<file path="src/rtl/rf_write_scheduler_pkg.sv">
// Shared definitions for the register-file write path: geometry of the
// 16x8 dual-write-port register file and the bank-select helper.
// No ports; imported by the interface, the bank FIFO and the top level.
package rf_write_scheduler_pkg;

   localparam int unsigned RF_DW      = 8;
   localparam int unsigned RF_ENTRIES = 16;
   localparam int unsigned RF_AW      = $clog2(RF_ENTRIES);
   localparam int unsigned RF_BANK_AW = RF_AW - 1;

   typedef enum logic {
      BANK_LO = 1'b0,
      BANK_HI = 1'b1
   } bank_e;

   // The top address bit picks the bank: 0-7 low, 8-15 high.
   function automatic bank_e bank_of(input logic addr_msb);
      return addr_msb ? BANK_HI : BANK_LO;
   endfunction

endpackage

</file>
<file path="src/rtl/rf_write_scheduler_if.sv">
// Write-request stream into the scheduler (valid/ready handshake).
// Signals: in_valid, in_ready, in_addr (entry 0-15), in_data (DW bits).
// master = upstream producer, slave = rf_write_scheduler.
interface rf_write_scheduler_if
   import rf_write_scheduler_pkg::*;
#(
   parameter int unsigned DW = RF_DW
);
   logic             in_valid;
   logic             in_ready;
   logic [RF_AW-1:0] in_addr;
   logic [DW-1:0]    in_data;

   modport master (
      output in_valid,
      output in_addr,
      output in_data,
      input  in_ready
   );

   modport slave (
      input  in_valid,
      input  in_addr,
      input  in_data,
      output in_ready
   );
endinterface

</file>
<file path="src/rtl/rf_write_scheduler_sync_fifo.sv">
// Single-clock FIFO used as one bank queue of the write scheduler.
// Ports: clk, rst (sync, active-high), push/wdata, pop/rdata (head, valid
// when !empty), full, empty, count (0..DEPTH).
// Push while full and pop while empty are ignored.
module rf_write_scheduler_sync_fifo #(
   parameter int unsigned W     = 11,
   parameter int unsigned DEPTH = 4
) (
   input  logic                       clk,
   input  logic                       rst,
   input  logic                       push,
   input  logic [W-1:0]               wdata,
   input  logic                       pop,
   output logic [W-1:0]               rdata,
   output logic                       full,
   output logic                       empty,
   output logic [$clog2(DEPTH):0]     count
);

   localparam int unsigned PW = $clog2(DEPTH);
   localparam int unsigned CW = PW + 1;

   logic [W-1:0]  mem [DEPTH];
   logic [PW-1:0] wr_ptr;
   logic [PW-1:0] rd_ptr;
   logic [CW-1:0] cnt;
   logic          do_push;
   logic          do_pop;

   assign full    = (cnt == CW'(DEPTH));
   assign empty   = (cnt == '0);
   assign count   = cnt;
   assign rdata   = mem[rd_ptr];
   assign do_push = push && !full;
   assign do_pop  = pop && !empty;

   // Storage carries no reset: only pointers and count define validity.
   always_ff @(posedge clk) begin
      if (do_push) begin
         mem[wr_ptr] <= wdata;
      end
   end

   // Pointers wrap naturally since DEPTH is a power of two.
   always_ff @(posedge clk) begin
      if (rst) begin
         wr_ptr <= '0;
         rd_ptr <= '0;
         cnt    <= '0;
      end else begin
         if (do_push) begin
            wr_ptr <= wr_ptr + PW'(1);
         end
         if (do_pop) begin
            rd_ptr <= rd_ptr + PW'(1);
         end
         case ({do_push, do_pop})
            2'b10:   cnt <= cnt + CW'(1);
            2'b01:   cnt <= cnt - CW'(1);
            default: cnt <= cnt;
         endcase
      end
   end

endmodule

</file>
<file path="src/rtl/rf_write_scheduler.sv">
// Write scheduler in front of the 16x8 dual-write-port register file.
// Steers each accepted request into a low (0-7) or high (8-15) bank FIFO
// and drains both banks in parallel, one write per bank per cycle.
// Ports: clk, rst (sync, active-high), req (request stream, slave side),
// hold (stall dispatch), wr_en_1/wr_addr_1/data_in_1 (low bank port),
// wr_en_2/wr_addr_2/data_in_2 (high bank port), lo_count/hi_count
// (FIFO occupancy), busy (anything queued or being written).
module rf_write_scheduler
   import rf_write_scheduler_pkg::*;
#(
   parameter int unsigned DEPTH = 4,
   parameter int unsigned DW    = RF_DW
) (
   input  logic                     clk,
   input  logic                     rst,
   rf_write_scheduler_if.slave      req,
   input  logic                     hold,
   output logic                     wr_en_1,
   output logic [RF_BANK_AW-1:0]    wr_addr_1,
   output logic [DW-1:0]            data_in_1,
   output logic                     wr_en_2,
   output logic [RF_BANK_AW-1:0]    wr_addr_2,
   output logic [DW-1:0]            data_in_2,
   output logic [$clog2(DEPTH):0]   lo_count,
   output logic [$clog2(DEPTH):0]   hi_count,
   output logic                     busy
);

   localparam int unsigned EW = RF_BANK_AW + DW;

   if (DEPTH < 2 || (DEPTH & (DEPTH - 1)) != 0) begin : g_bad_depth
      $error("rf_write_scheduler: DEPTH must be a power of two >= 2");
   end

   logic          accept;
   logic          push_lo;
   logic          push_hi;
   logic          pop_lo;
   logic          pop_hi;
   logic          lo_full;
   logic          hi_full;
   logic          lo_empty;
   logic          hi_empty;
   logic [EW-1:0] entry;
   logic [EW-1:0] lo_head;
   logic [EW-1:0] hi_head;

   // Ready is withheld if either bank is full so it never depends on in_addr.
   assign req.in_ready = !rst && !lo_full && !hi_full;
   assign accept       = req.in_valid && req.in_ready;
   assign entry        = {req.in_addr[RF_BANK_AW-1:0], req.in_data};
   assign push_lo      = accept && (bank_of(req.in_addr[RF_AW-1]) == BANK_LO);
   assign push_hi      = accept && (bank_of(req.in_addr[RF_AW-1]) == BANK_HI);
   assign pop_lo       = !hold && !lo_empty;
   assign pop_hi       = !hold && !hi_empty;

   rf_write_scheduler_sync_fifo #(
      .W     (EW),
      .DEPTH (DEPTH)
   ) u_lo_fifo (
      .clk   (clk),
      .rst   (rst),
      .push  (push_lo),
      .wdata (entry),
      .pop   (pop_lo),
      .rdata (lo_head),
      .full  (lo_full),
      .empty (lo_empty),
      .count (lo_count)
   );

   rf_write_scheduler_sync_fifo #(
      .W     (EW),
      .DEPTH (DEPTH)
   ) u_hi_fifo (
      .clk   (clk),
      .rst   (rst),
      .push  (push_hi),
      .wdata (entry),
      .pop   (pop_hi),
      .rdata (hi_head),
      .full  (hi_full),
      .empty (hi_empty),
      .count (hi_count)
   );

   // Dispatch registers: a popped head is presented for exactly one cycle;
   // address/data hold their last value while idle.
   always_ff @(posedge clk) begin
      if (rst) begin
         wr_en_1   <= 1'b0;
         wr_addr_1 <= '0;
         data_in_1 <= '0;
         wr_en_2   <= 1'b0;
         wr_addr_2 <= '0;
         data_in_2 <= '0;
      end else begin
         wr_en_1 <= pop_lo;
         wr_en_2 <= pop_hi;
         if (pop_lo) begin
            wr_addr_1 <= lo_head[EW-1:DW];
            data_in_1 <= lo_head[DW-1:0];
         end
         if (pop_hi) begin
            wr_addr_2 <= hi_head[EW-1:DW];
            data_in_2 <= hi_head[DW-1:0];
         end
      end
   end

   assign busy = (lo_count != '0) || (hi_count != '0) || wr_en_1 || wr_en_2;

endmodule
</file>
<file path="src/flat_wrapper.sv">
// flat-port wrapper written by rule: the top's interface ports become plain ports
module rf_write_scheduler_flat import rf_write_scheduler_pkg::*;
#(
   parameter int unsigned DEPTH = 4,
   parameter int unsigned DW    = RF_DW
)
  (clk, rst, hold, wr_en_1, wr_addr_1, data_in_1, wr_en_2, wr_addr_2, data_in_2, lo_count, hi_count, busy, req_in_valid, req_in_addr, req_in_data, req_in_ready);
  rf_write_scheduler_if #(.DW(DW)) req_i ();
  input  logic clk;
  input  logic rst;
  input  logic hold;
  output logic wr_en_1;
  output logic [RF_BANK_AW-1:0] wr_addr_1;
  output logic [DW-1:0] data_in_1;
  output logic wr_en_2;
  output logic [RF_BANK_AW-1:0] wr_addr_2;
  output logic [DW-1:0] data_in_2;
  output logic [$clog2(DEPTH):0] lo_count;
  output logic [$clog2(DEPTH):0] hi_count;
  output logic busy;
  input wire logic [$bits(req_i.in_valid)-1:0] req_in_valid;
  input wire logic [$bits(req_i.in_addr)-1:0] req_in_addr;
  input wire logic [$bits(req_i.in_data)-1:0] req_in_data;
  output wire logic [$bits(req_i.in_ready)-1:0] req_in_ready;
  assign req_i.in_valid = req_in_valid;
  assign req_i.in_addr = req_in_addr;
  assign req_i.in_data = req_in_data;
  assign req_in_ready = req_i.in_ready;
  rf_write_scheduler #(.DEPTH(DEPTH), .DW(DW)) u_core (.clk(clk), .rst(rst), .req(req_i), .hold(hold), .wr_en_1(wr_en_1), .wr_addr_1(wr_addr_1), .data_in_1(data_in_1), .wr_en_2(wr_en_2), .wr_addr_2(wr_addr_2), .data_in_2(data_in_2), .lo_count(lo_count), .hi_count(hi_count), .busy(busy));
endmodule
</file>
<file path="config.mk">
export PLATFORM = sky130hd
export DESIGN_NAME = rf_write_scheduler_flat
export DESIGN_NICKNAME = d
export VERILOG_FILES = /design/src/rtl/rf_write_scheduler_pkg.sv /design/src/rtl/rf_write_scheduler_if.sv /design/src/rtl/rf_write_scheduler_sync_fifo.sv /design/src/rtl/rf_write_scheduler.sv /design/src/flat_wrapper.sv
export SDC_FILE = /design/constraint.sdc
export NUM_CORES = 1
export LEC_CHECK = 0
export CAP_MARGIN = 15
export CORE_ASPECT_RATIO = 1.1
export CORE_MARGIN = 2
export CORE_UTILIZATION = 60
export DETAILED_ROUTE_END_ITERATION = 8
export PLACE_DENSITY = 0.93
export SLEW_MARGIN = 10
export SYNTH_ARGS = -nofsm -noshare
export SYNTH_HDL_FRONTEND = slang
export SYNTH_SLANG_ARGS = --single-unit
</file>
<file path="constraint.sdc">
create_clock -name clk -period 6 [get_ports clk]
set_clock_uncertainty 0.15 [all_clocks]
set_input_delay 1.2 -clock clk [delete_from_list [all_inputs] [get_ports clk]]
set_output_delay 1.2 -clock clk [all_outputs]
set_load 0.02 [all_outputs]
</file>
==> results of run 1 <==
==> cell usage in the layout (no fill, tap or decap) <==
cell / Yosys / layout
edfxtp_1: 88 / 88
clkdlybuf4s50_1: 0 / 47
dfxtp_1: 38 / 38
mux4_2: 22 / 22
a22o_1: 22 / 22
clkbuf_16: 0 / 16
inv_1: 15 / 15
nor2_1: 10 / 10
a21oi_1: 10 / 10
ha_1: 10 / 10
and2_1: 8 / 8
nor3_1: 7 / 7
or3_1: 6 / 6
or4_1: 5 / 5
clkinv_2: 0 / 5
buf_4: 2 / 5
xor2_1: 4 / 4
o31ai_1: 4 / 4
o21ai_0: 4 / 4
clkbuf_8: 0 / 3
clkinvlp_4: 0 / 3
nor3b_1: 2 / 2
nor4_2: 2 / 2
nand2b_1: 2 / 2
a311oi_1: 2 / 2
a31o_2: 2 / 2
fa_1: 2 / 2
clkbuf_1: 1 / 2
bufinv_16: 0 / 2
or2b_1: 1 / 1
nand2_1: 1 / 1
clkinv_4: 0 / 1
==> per-layer routing <==
layer,vias up,routed length [um],track usage [%]
li1,1219,-,-
met1,1362,3980,30.5
met2,104,4990,39.5
met3,23,559,7.02
met4,0,263,12.4
met5,-,0,0
==> cell families (layout without fill, tap and decap cells) <==
logic type      after synthesis  count (layout)  share of synthesized area, %
compound gates               44              44                          6.76
simple gates                 44              44                          5.39
xor+xnor                      4               4                         0.722
fa+ha+maj                    12              12                          3.40
flops                       126             126                          70.2
buf+inv                      30              99                          3.35
mux                          22              22                          10.2
==> power by group through the flow <==
stage                     sequential (mW)  combinational, mW  clock (mW)
final                                1.08              0.506       0.968
after global routing                 1.10              0.542        1.01
after CTS                            1.08              0.509       0.977
after detailed placement             1.10              0.499           0
after global placement               1.09              0.483           0
after floorplan                      1.11              0.303           0
==> sequential cells by signal, indices dropped and copies added, names as in the netlist <==
| register | cells |
|---|---|
| u_core.wr_en_1 | 1 |
| u_core.u_lo_fifo.mem | 44 |
| u_core.u_lo_fifo.rd_ptr | 2 |
| u_core.wr_en_2 | 1 |
| u_core.data_in_2 | 8 |
| u_core.u_hi_fifo.rd_ptr | 2 |
| u_core.u_hi_fifo.count | 3 |
| u_core.wr_addr_1 | 3 |
| u_core.wr_addr_2 | 3 |
| u_core.u_hi_fifo.mem | 44 |
| u_core.u_lo_fifo.wr_ptr | 2 |
| u_core.data_in_1 | 8 |
| u_core.u_hi_fifo.wr_ptr | 2 |
| u_core.u_lo_fifo.count | 3 |
==> worst max-delay path by stage <==
stage / from / slack (ps) / to
after floorplan: rst / 2780 / req_in_ready
after global placement: rst / 2020 / req_in_ready
after detailed placement: rst / 2010 / req_in_ready
after CTS: rst / 1990 / req_in_ready
after global routing: rst / 1880 / req_in_ready
final: rst / 2000 / req_in_ready
==> area by class of cell <==
type                            count  area share, %
Tap cell                          108           2.27
Multi-Input combinational cell    126           21.6
Inverter                           15          0.946
Sequential cell                   126           57.2
Timing Repair Buffer               52           8.53
Clock buffer                       21           7.55
Clock inverter                     11           1.95
==> flow_summary.yaml, run 1 <==
run_status:
  status: "complete, no violations"
synth:
  yosys_register_bits: 126
  syn_nets: 310
  ys.flop_type: "edfxtp_1"
  async_flop_share_pct: 0
  yosysTopAreaCell: "edfxtp_1"
  synth_edf_count: 88
  synth_cells: 282
  syn_avg_cell_area_um2: 17.2
  synth.top_cells.by_count: "edfxtp_1 (88), dfxtp_1 (38), a22o_1 (22), mux4_2 (22), inv_1 (15)"
  yosys.area.top_type_share_pct: 54.5
  yosysSeqAreaShare_pct: 70.2
  synth_warnings: 0
  yosysUniqueCellTypes: 28
  synthMostInstantiatedCell: "edfxtp_1"
  synth.area.top_cells: "edfxtp_1 (54%), dfxtp_1 (16%), mux4_2 (10%)"
  synth_area_mm2: 0.00485
power_and_ir_drop:
  p_switching_mw: 0.694
  p_seq_share_pct: 42.3
  irDropWorstVdd_mv: 0.242
  p_per_area_mw_per_mm2: 429
  p_int_mw: 1.86
  combPwrFrac_pct: 19.8
  p_clk_share_pct: 37.9
  leakage_nw: 2.00
  total_power_mw: 2.55
  swShare_pct: 27.2
timing:
  holdWs_ps: 325
  rsz0062_at_grt: "false"
  relSlewSlack_pct: 30.0
  fmax_mhz: 250
  tns_ps: 0
  fin_ws_ps: 2000
  final_max_slew_viol_count: 0
  setup_viol: 0
  finalHoldViolCount: 0
  finalCriticalPeriod_ps: 4000
  min_period_over_period_pct: 66.7
  worst_slew_pin_slew_ps: 1050
cells_and_area:
  layout.cells.non_filler: 459
  fin_util_pct: 75.6
  num-fill-cells: 436
  final_area_mm2: 0.00595
  n_antenna_cell: 0
  multi_input_area_mm2: 0.00128
  syn2layout_area_growth_pct: 22.7
  nets: 366
  regArea_mm2: 0.00340
  post_route_cells_drive_above_1_share_pct: 17.4
clock_network:
  cts_buffer_depth: 2
  clkSlewWorstSetupHoldPaths_ps: 60
  cts_tree: "built"
  cts_setup_buffers: 0
  cts_resized: 0
  clock_latency_ps: 520
  cts_max_level: 4
  cts_buffers: 17
  root_buffer: "clkbuf_8"
  hold_buffers: 0
  clock-sinks: 126
die:
  ios: 48
  die_w_um: 89.7
  dieArea_mm2: 0.00882
  initial_core_util_pct: 61.6
  die_y_um: 98.3
  num_rows: 34
  core_area_mm2: 0.00787
critical_path:
  arrival_ps: 2650
  critPathCaptureType: "output port"
  r2r_end: "u_core.u_hi_fifo.count[2]"
  slowest_delay_ps: 630
  r2r-start: "u_core.u_lo_fifo.count[2]"
  crit_fanout: 25
  crit_cells: 4
  ff2ff_setup_slack_ps: 3540
  crit_buf_inv: 3
  path_cells: "clkdlybuf4s50_1, buf_4, nor3_1, clkdlybuf4s50_1"
  crit_required_ps: 4650
  cpMaxStageDelayCell: "clkdlybuf4s50_1"
  cpMostUsedCell: "clkdlybuf4s50_1"
  critPathTopFamily: "buffers and inverters"
  r2r_cells: 10
  crit_path_start_kind: "input pin"
  crit_type: "in -> out"
placed_design:
  gp_congestion: 0.716
  pre_cts_ws_ps: 2010
  port_buffers: 47
  placed_area_mm2: 0.00539
  place_inst: 427
  hpwlAfterDp_um: 5680
route:
  vias: 2708
  drtIter0Drc: 164
  dr.pass1.iters: 4
  route.detailed.drc: 0
  wirelength_um: 9790
  antenna_left: 0
  routed_via_density: 5.90
  drt-wirelength-per-cell_um: 21.3
global_route:
  track_usage_pct: 24.4
  grt_pass1_vias: 2900
  gr-total-overflow: 0
  antenna_found_initial: 0
  grt_start_max_net_pins: 26
  grt_pass1_wl_um: 15800
hold_path:
  hp-class: "reg -> reg"
  hold_end: "u_core.data_in_1[6]"
  hold_start: "u_core.data_in_1[6]"
  holdPathStages: 1
job:
  drv_cap: 0
Power figures use the tool's default switching activity.
==> run 2, diff against run 1 <==
CORE_UTILIZATION = 56   (was 60)
PLACE_DENSITY = 0.89   (was 0.93)
clock period = 4 ns   (was 6 ns; I/O delays follow)
==> run 2 against run 1 <==
  * Clock power rose by 63%
  * Cell area rose by 1.1%
  * Flip-flop and latch count did not move
  * Final cell count rose by 1.1%
  * Combinational power rose by 50%
  * Register-to-register slack got worse by 2100 ps
  * Sequential power rose by 50%
  * Critical path depth fell by 1
  * Total power rose by 55%
  * Core utilization fell by 4.1 points
  * Critical path type unchanged
  * Largest cell class unchanged
==> flow_summary.yaml, run 2 (synthesized netlist as in run 1, its figures left out) <==
hold_path:
  hp-class: "reg -> reg"
  hold_start: "u_core.data_in_2[6]"
  holdPathStages: 1
critical_path:
  crit_required_ps: 3050
  ff2ff_setup_slack_ps: 1460
  crit_type: "in -> out"
  crit_path_start_kind: "input pin"
  crit_path_start: "rst"
  critPathCaptureType: "output port"
  r2r_cells: 10
  arrival_ps: 2400
  r2r-start: "u_core.u_hi_fifo.count[2]"
  crit_fanout: 15
cells_and_area:
  regArea_mm2: 0.00340
  num-fill-cells: 513
  most-common-layout-cells: "edfxtp_1 (88), clkdlybuf4s50_1 (47), dfxtp_1 (38)"
  final_area_mm2: 0.00602
  syn2layout_area_growth_pct: 24.1
  post_route_cells_drive_above_1_share_pct: 18.1
  largestRegisters: "u_core.u_hi_fifo.mem x44, u_core.u_lo_fifo.mem x44"
  final_common_cell: "edfxtp_1"
  nets: 368
  n_antenna_cell: 0
  fin_util_pct: 71.6
  multi_input_area_mm2: 0.00128
job:
  drv_cap: 0
timing:
  fin_ws_ps: 647
  finalHoldViolCount: 0
  finalCriticalPeriod_ps: 3350
  min_period_over_period_pct: 83.8
  setup_viol: 0
  rsz0062_at_grt: "false"
  fmax_mhz: 298
  relSlewSlack_pct: 39.4
  worst_slew_pin_slew_ps: 908
  final_max_slew_viol_count: 0
  tns_ps: 0
clock_network:
  cts_resized: 0
  cts_buffers: 17
  clock_latency_ps: 520
  cts_buffer_depth: 2
  root_buffer: "clkbuf_8"
  cts_max_level: 4
  clkSlewWorstSetupHoldPaths_ps: 50
  clock-sinks: 126
  cts_tree: "built"
  hold_buffers: 0
  cts_setup_buffers: 0
route:
  drt-wirelength-per-cell_um: 21.0
  vias: 2675
  routed_via_density: 5.77
  drtIter0Drc: 191
  wirelength_um: 9760
  dr.pass1.iters: 4
  antenna_left: 0
  route.detailed.drc: 0
placed_design:
  pre_cts_ws_ps: 638
  hpwlAfterDp_um: 5770
  gp_congestion: 0.796
  port_buffers: 47
  placed_area_mm2: 0.00541
power_and_ir_drop:
  total_power_mw: 3.96
  leakage_nw: 2.03
  irDropWorstVdd_mv: 0.443
  p_per_area_mw_per_mm2: 659
die:
  ios: 48
  core_area_mm2: 0.00841
  die_w_um: 92.7
  initial_core_util_pct: 57.7
  dieArea_mm2: 0.00942
  die_y_um: 102
  num_rows: 35
global_route:
  met1_usage_pct: 26.9
  grt_pass1_vias: 2831
  gr-total-overflow: 0
  antenna_found_initial: 0
  grt_util_met3_pct: 6.92
  track_usage_pct: 22.9
  met2_usage_pct: 38.6
  grt_start_max_net_pins: 17
  grt_pass1_wl_um: 15300
  busiest_layer: "met2"
run_status:
  status: "complete, no violations"
-- run 2: cell count changes in the layout (fill, tap and decap cells not counted) --
cell       before  now
bufinv_16       2    4
buf_4           5    7
clkinv_4        1    0
clkbuf_1        2    1
-- run 2: report_power, final --
group | leakage (nW) | switching, mW | internal [mW] | total [mW]
clock network | 0.296 | 0.542 | 1.04 | 1.58
logic | 0.633 | 0.374 | 0.386 | 0.760
registers | 1.10 | 0.128 | 1.50 | 1.62
-- run 2: metal layers --
layer	vias to the layer above	wire, um
li1	1217	-
met1	1351	3860
met2	96	5210
met3	11	497
met4	0	182
met5	-	0
-- run 2: path summary, 6_finish.rpt --
check / to
setup / recovery: req_in_ready
hold / removal: u_core.data_in_2[6]
setup reg to reg: u_core.u_hi_fifo.count[2]
hold reg to reg: u_core.data_in_2[6]
-- run 2: critical path: stages --
cell	delay, ps
clkdlybuf4s50_1	680
nor3_1	280
clkdlybuf4s50_1	630
-- run 2: stage by stage --
step / hold slack [ps] / std cells
final: 330 / 464
after global routing: 346 / 464
after CTS: 330 / 464
after detailed placement: 313 / 432
after global placement: 312 / 432
after floorplan: 336 / 282
-- run 2: area by class of cell --
cell class                      instances  area share [%]
Sequential cell                       126            56.5
Multi-Input combinational cell        126            21.3
Timing Repair Buffer                   54            8.69
Clock buffer                           20            7.40
Clock inverter                         12            2.79
Tap cell                              111            2.31
Inverter                               15           0.935
